### config.mk
export PLATFORM = sky130hd
export DESIGN_NAME = regfile_writeback
export DESIGN_NICKNAME = d
export VERILOG_FILES = /design/src/rtl/regfile_writeback.sv
export SDC_FILE = /design/constraint.sdc
export NUM_CORES = 1
export LEC_CHECK = 0
export CAP_MARGIN = 20
export CORE_ASPECT_RATIO = 0.6
export CORE_MARGIN = 3
export CORE_UTILIZATION = 35
export CTS_BUF_LIST = sky130_fd_sc_hd__clkbuf_2
export CTS_CLUSTER_SIZE = 25
export DETAILED_ROUTE_END_ITERATION = 10
export PLACE_DENSITY = 0.58
export SLEW_MARGIN = 20
export SYNTH_ARGS = -nofsm -noshare
export SYNTH_HDL_FRONTEND = slang
export SYNTH_SLANG_ARGS = --single-unit
### constraint.sdc
create_clock -name clk -period 2.85 [get_ports clk]
set_input_delay 0.4275 -clock clk [delete_from_list [all_inputs] [get_ports clk]]
set_output_delay 0.4275 -clock clk [all_outputs]
set_load 0.005 [all_outputs]
### src/rtl/regfile_writeback.sv
// regfile_writeback: merges ALU results and queued load returns onto the single
// register-file write port, with a starvation guard and a pending-destination mask.
`default_nettype none

module regfile_writeback #(
    parameter int FIFO_DEPTH   = 4,
    parameter int STARVE_LIMIT = 3
) (
    input  logic        clk,
    input  logic        rst_n,
    input  logic        alu_valid_i,
    output logic        alu_ready_o,
    input  logic [3:0]  alu_dest_i,
    input  logic [15:0] alu_data_i,
    input  logic        mem_valid_i,
    output logic        mem_ready_o,
    input  logic [3:0]  mem_dest_i,
    input  logic [15:0] mem_data_i,
    output logic        write_en_o,
    output logic [3:0]  write_address_o,
    output logic [15:0] wr_data_o,
    output logic        pc_write_o,
    output logic [15:0] pending_o,
    output logic        ovf_o
);

    localparam int AW = $clog2(FIFO_DEPTH);
    localparam int SW = $clog2(STARVE_LIMIT + 1);
    localparam logic [AW:0]   DEPTH_C = (AW + 1)'(FIFO_DEPTH);
    localparam logic [SW-1:0] LIMIT_C = SW'(STARVE_LIMIT);

    logic [3:0]    fifo_dest_q [FIFO_DEPTH];
    logic [15:0]   fifo_data_q [FIFO_DEPTH];
    logic [AW-1:0] wr_ptr_q, rd_ptr_q;
    logic [AW:0]   count_q, count_d;
    logic [SW-1:0] starve_q, starve_d;
    logic          ovf_q;
    logic          we_q, we_d;
    logic [3:0]    addr_q, addr_d;
    logic [15:0]   data_q, data_d;
    logic          pc_q, pc_d;

    logic fifo_nonempty, alu_win, pop, push;

    assign fifo_nonempty = (count_q != '0);
    assign mem_ready_o   = (count_q < DEPTH_C);
    assign alu_ready_o   = !(fifo_nonempty && (starve_q == LIMIT_C));
    assign alu_win       = alu_valid_i && alu_ready_o;
    assign pop           = !alu_win && fifo_nonempty;
    assign push          = mem_valid_i && mem_ready_o;

    always_comb begin
        we_d     = 1'b0;
        addr_d   = addr_q;
        data_d   = data_q;
        count_d  = count_q;
        starve_d = starve_q;
        if (alu_win) begin
            we_d   = 1'b1;
            addr_d = alu_dest_i;
            data_d = alu_data_i;
        end else if (pop) begin
            we_d   = 1'b1;
            addr_d = fifo_dest_q[rd_ptr_q];
            data_d = fifo_data_q[rd_ptr_q];
        end
        pc_d = we_d && (addr_d == 4'hF);

        if (push && !pop)
            count_d = count_q + 1'b1;
        else if (pop && !push)
            count_d = count_q - 1'b1;

        // Count only ALU wins that actually bypass a waiting load.
        if (pop || !fifo_nonempty)
            starve_d = '0;
        else if (alu_win && starve_q != LIMIT_C)
            starve_d = starve_q + 1'b1;
    end

    // Entry i is live when its distance from the read pointer is below count.
    always_comb begin
        logic [AW-1:0] offset;
        pending_o = '0;
        for (int i = 0; i < FIFO_DEPTH; i++) begin
            offset = AW'(i) - rd_ptr_q;
            if ({1'b0, offset} < count_q)
                pending_o[fifo_dest_q[i]] = 1'b1;
        end
    end

    always_ff @(posedge clk or negedge rst_n) begin
        if (!rst_n) begin
            wr_ptr_q <= '0;
            rd_ptr_q <= '0;
            count_q  <= '0;
            starve_q <= '0;
            ovf_q    <= 1'b0;
            we_q     <= 1'b0;
            addr_q   <= '0;
            data_q   <= '0;
            pc_q     <= 1'b0;
        end else begin
            if (push) wr_ptr_q <= wr_ptr_q + 1'b1;
            if (pop)  rd_ptr_q <= rd_ptr_q + 1'b1;
            count_q  <= count_d;
            starve_q <= starve_d;
            if (mem_valid_i && !mem_ready_o) ovf_q <= 1'b1;
            we_q     <= we_d;
            addr_q   <= addr_d;
            data_q   <= data_d;
            pc_q     <= pc_d;
        end
    end

    always_ff @(posedge clk) begin
        if (push) begin
            fifo_dest_q[wr_ptr_q] <= mem_dest_i;
            fifo_data_q[wr_ptr_q] <= mem_data_i;
        end
    end

    assign write_en_o      = we_q;
    assign write_address_o = addr_q;
    assign wr_data_o       = data_q;
    assign pc_write_o      = pc_q;
    assign ovf_o           = ovf_q;

endmodule

`default_nettype wire

Word level (Yosys, flattened, before mapping)
Memory sizes are Yosys's and may differ from the RTL's.
Cells that the tools add are included.

word-level totals
  memories kept = 2
  bits in writable memories = 80
  bits in registers = 32
  word-level logic and storage cells = 87
  input port bits = 44

memories
  memory       depth  width  read ports  clocked after memory_dff  write ports  RTL line  text
  fifo_data_q  4      16     1           0                         1            33        logic [15:0] fifo_data_q [FIFO_DEPTH];
  fifo_dest_q  4      4      5           0                         1            32        logic [3:0] fifo_dest_q [FIFO_DEPTH];

cells by class
  eq/ne operators = 3
  magnitude comparators = 13
  $add $sub $neg = 9
  mux-type cells = 24
  reductions and logical operators = 24
  bitwise gates (word level) = 3

operator list
  cell                                                                           number
  16-bit 2-to-1 mux                                                              6
  16-bit bitwise OR                                                              3
  4-bit by 5-bit less-than comparator with 1-bit output (second input constant)  4
  1-bit demux with 4-bit select                                                  4
  4-bit by 1-bit >= comparator with 1-bit output (second input constant)         4
  1-bit logical AND                                                              13
  2-bit by 3-bit less-than comparator with 1-bit output                          4
  1-bit 2-to-1 mux                                                               8
  4-bit 2-to-1 mux                                                               2
  2-bit by 1-bit adder with 2-bit output (second input constant)                 3
  1-bit zero test                                                                6
  3-bit 2-to-1 mux                                                               2
  2-bit nonzero test                                                             3
  4-bit equality test (second input constant)                                    1
  2-bit 2-to-1 mux                                                               2
  1-bit by 2-bit subtractor with 2-bit output (first input constant)             2
  2-bit subtractor (first input constant)                                        2
  3-bit by 1-bit adder with 3-bit output (second input constant)                 1
  3-bit less-than comparator (second input constant)                             1
  3-bit nonzero test                                                             1
  3-bit by 1-bit subtractor with 3-bit output (second input constant)            1
  2-bit equality test (second input constant)                                    1
  2-bit inequality test (second input constant)                                  1
  1-bit logical OR                                                               1

Depth between registers and ports, before layout
  depth after elaboration = 11
  mapped depth = 10
  gate-level depth less buffers = 10

Worst setup path before layout
Ideal clock, no wire load.

  path kind = register to output
  start = reg rd_ptr_q[1]
  end = out pending_o[3]
  cell stages (with the launch flop) = 9
  slack = 0.299 ns
  path buffers = 2
  data arrival time = 2.124 ns
  required time = 2.423 ns
  path through = dfrtp_1 clkbuf_1 buf_2 inv_1 ha_1 a21boi_1 o21ai_1 or4bb_1 nand4_1

between the ends
  word-level cells in the longest chain between the ends = 9
  elaborated cells between the ends (all ways) = 15
  those cells by class = 4 x add/sub; 4 x order compare; 4 x mux; 3 x bitwise

ends and longest elaborated chain
  what                                                   RTL line  text
  start: declaration                                     34        logic [AW-1:0] wr_ptr_q, rd_ptr_q;
  start signal: assignment                               105       if (pop) rd_ptr_q <= rd_ptr_q + 1'b1;
  1-bit by 2-bit subtractor with 2-bit output            86        offset = AW'(i) - rd_ptr_q;
  2-bit by 3-bit less-than comparator with 1-bit output  87        if ({1'b0, offset} < count_q)
  16-bit 2-to-1 mux                                      87
  16-bit bitwise OR (no source line)                     -
  16-bit 2-to-1 mux                                      87
  16-bit bitwise OR (no source line)                     -
  16-bit 2-to-1 mux                                      87
  16-bit bitwise OR (no source line)                     -
  16-bit 2-to-1 mux *                                    87
  end: declaration                                       23        output logic [15:0] pending_o,

Mark *: on every way between the ends. The rest lies on a longest branch, timed or not.

Worst setup path in the final report
  start = reg rd_ptr_q[1]
  end = out pending_o[8]

The elaborated chain is that of the path after synthesis.

==> impl_metrics.csv <==
group,metric,value,unit
outcome,status,"finished, violations left",
outcome,violations,"setup timing",
setup_path,timing.rr.start,"count_q[2]$_DFFE_PN0P_",
sta,slew_headroom,42.9,%
global_routing,grt_pass1_wl,24700,um
setup_path,worstSetupEndpointType,"output port",
cts,clk_latency,0.61,ns
global_routing,grt_pass1_vias,4187,
route,drc,0,
route,antenna_left,0,
synthesis,synth_most_common_cell,"edfxtp_1",
cts,path_clk_slew,0.32,ns
cts,cts_buffer_depth,2,
floorplan,dieArea,0.0173,mm^2
route,drt_iter0_drc,314,
setup_path,critical_path_class,"reg -> out",
synthesis,yosysWarnings,0,
flow_run,cap_violations,0,
global_routing,grt_max_degree,38,
cts,clock_sinks,112,
sta,worst_pin_slew,0.857,ns
synthesis,postSynthNetCount,459,
sta,rsz0062_at_grt,"yes",
sta,finalSetupTns,-0.906,ns
finish,fin_util,47.5,%
synthesis,synth-edff-count,80,
global_routing,antenna_found_initial,1,
setup_path,crit_arrival,2.53,ns
pwr,cellPowerDensity,1000,mW/mm^2
placed_design,portBuffers,84,
finish,drive_gt1_share,25.0,%
sta,setup_viol,16,
sta,worst_clock_skew,0.0533,ns
placed_design,dp_hpwl,10900,um
placed_design,gp_congestion,0.874,
finish,area_growth_syn_to_layout,29.0,%
setup_path,startpoint,"rd_ptr_q[1]$_DFFE_PN0N_",
synthesis,ys_seq_area_share,58.4,%
floorplan,initial_core_util,36.8,%
finish,finish.instance_area,0.00708,mm^2
sta,layout_min_cycle_time,2.96,ns
synthesis,ys_top_cells_by_area,"edfxtp_1, dfrtp_1, mux4_2",
setup_path,critPathMaxFanout,3,
synthesis,syn_area,0.00549,mm^2
sta,period_share,104,%
global_routing,overflow,0,
synthesis,synth_top_cell_area_share,43.8,%
route,via_per_inst,5.74,
floorplan,die_x,168,um
floorplan,io_pins,85,
pwr,ir_drop,0.803,mV
sta,slew_violations,0,
route,dr.pass1.iters,5,
pwr,power.leakage,2.51,nW
finish,diodes,0,
synthesis,synth_cell_types,41,
finish,regArea,0.00320,mm^2
cts,cts_tree,"done",
placed_design,post_dp_cell_area,0.00666,mm^2
sta,hold_viol,0,
floorplan,num_rows,34,
finish,nets,570,
sta,layout_setup_ws,-0.106,ns
sta,clock.fmax,338,MHz
finish,fill_cells,1315,
setup_path,cp_data_required_time,2.42,ns
cts,cts_root_buf,"clkbuf_2",
min_path,hold_path.class,"in -> reg",
synthesis,synth_flop_cell,"edfxtp_1",
synthesis,syn_avg_cell_area,13.6,um^2
route,vias,4124,
synthesis,synthTopCellsByCount,"edfxtp_1, dfrtp_1, o2111ai_1",
floorplan,coreArea,0.0149,mm^2
finish,multi_input_area,0.00224,mm^2
floorplan,die_y,103,um
synthesis,synth_top_area_cell,"edfxtp_1",
cts,cts_buffers,9,
synthesis,ys_ff_latch,112,
min_path,min-delay-start,"mem_data_i[9]",
global_routing,grtUsageTotal,19.0,%
route,wl_per_cell,22.2,um
setup_path,cp-start-kind,"flip-flop",
placed_design,pre_cts_slack,0.108,ns
synthesis,async_reset_ff_share,28.6,%
synthesis,postSynthCellCount,404,
route,wl,16000,um
cts,cts-htree-levels,3,
power breakdown:
group	switching, mW	total [mW]	leakage, nW	internal [mW]
Combinational	2.00	4.04	1.33	2.03
Clock	0.527	0.748	0.0771	0.221
Sequential	0.206	2.32	1.10	2.11
Total	2.74	7.10	2.51	4.37
repair_timing:
item                                   in CTS  in global routing
pin swaps                                  20                 17
gates resized for setup                    96                  6
setup endpoints to repair                  16                 16
hold buffers                                1                  0
endpoints found under the hold margin      32                  0
gates cloned                                1                  0
buffers inserted                           19                  0
area by class of cell:
| class | instances | area share (%) |
|---|---|---|
| flip-flops and latches | 112 | 45.3 |
| repair buffers | 133 | 17.0 |
| well taps | 198 | 3.50 |
| multi-input cells | 244 | 31.7 |
| clock buffers | 11 | 0.778 |
| clock inverters | 5 | 0.920 |
| inverters | 15 | 0.796 |
metal layers:
metal,global-route usage (%),routed length (um),part of all wire [%],up-vias
met2,27.0,6680,42,183
met4,2.26,74,0.46,4
met3,6.17,1420,8.9,14
met5,2.72,79,0.50,-
met1,28.9,7710,48,2084
li1,-,-,-,1839
through the flow:
stage	power [mW]	hold WS, ns	instances
3_5_place_dp	5.36	0.450	681
5_1_grt	7.55	0.303	718
3_3_place_gp	5.31	0.441	681
6_report	7.10	0.404	718
2_1_floorplan	4.10	0.132	404
4_1_cts	7.04	0.344	718
worst paths after layout:
path | to | slack, ns | cells after the start
max | pending_o[8] | -0.11 | 10
min | fifo_data_q[1][9]$_DFFE_PP_ | 0.40 | 1
max reg2reg | count_q[2]$_DFFE_PN0P_ | 0.56 | 10
min reg2reg | ovf_o$_DFFE_PN0P_ | 0.50 | 1
max in group asynchronous | wr_data_o[2]$_DFFE_PN0P_ | 1.87 | 2
min in group asynchronous | wr_data_o[11]$_DFFE_PN0P_ | 0.41 | 2
flip-flops by register name, indices dropped and copies added, names as in the netlist, 2 cells and up:
| name | count |
|---|---|
| count_q | 3 |
| fifo_data_q | 64 |
| fifo_dest_q | 16 |
| rd_ptr_q | 2 |
| starve_q | 2 |
| wr_data_o | 16 |
| wr_ptr_q | 2 |
| write_address_o | 4 |
cells in the final DEF, fill, tap and decap left out, types with 5 or more instances in the layout:
cell type | synthesis | layout
o2111ai_2 | 0 | 14
clkbuf_2 | 1 | 11
buf_2 | 7 | 17
nand4_1 | 24 | 24
buf_6 | 0 | 11
a21oi_1 | 19 | 17
o21ai_0 | 17 | 17
o2111ai_1 | 32 | 17
ha_1 | 10 | 8
clkdlybuf4s50_1 | 0 | 67
buf_4 | 4 | 34
nor2_1 | 8 | 8
or4bb_1 | 7 | 7
inv_1 | 15 | 12
nand4b_1 | 16 | 16
xnor2_1 | 5 | 5
edfxtp_1 | 80 | 80
a22oi_1 | 16 | 16
mux4_2 | 20 | 20
nor2b_1 | 10 | 10
nand2_1 | 10 | 10
and2_1 | 24 | 24
dfrtp_1 | 32 | 32
logic make-up (layout without fill, tap and decap cells):
| kind of cell | Yosys count | in the layout | share of synthesized area [%] |
|---|---|---|---|
| AO/OA/AOI/OAI | 97 | 97 | 12.6 |
| buffers and inverters | 48 | 164 | 3.74 |
| flip-flops | 112 | 112 | 58.4 |
| adder cells (fa/ha/maj) | 11 | 11 | 2.65 |
| multiplexers | 23 | 23 | 8.78 |
| AND/OR/NAND/NOR | 106 | 106 | 12.7 |
| XOR/XNOR | 7 | 7 | 1.12 |
worst max-delay path, cell delays in order (launching register included):
cell	delay [ns]
dfrtp_1	0.48
buf_6	0.14
xor2_2	0.15
inv_2	0.06
ha_4	0.27
a21oi_4	0.06
buf_12	0.13
buf_4	0.13
o2111ai_4	0.24
nand4_1	0.13
buf_2	0.16
Note: power is estimated with default switching activity, not from simulation.
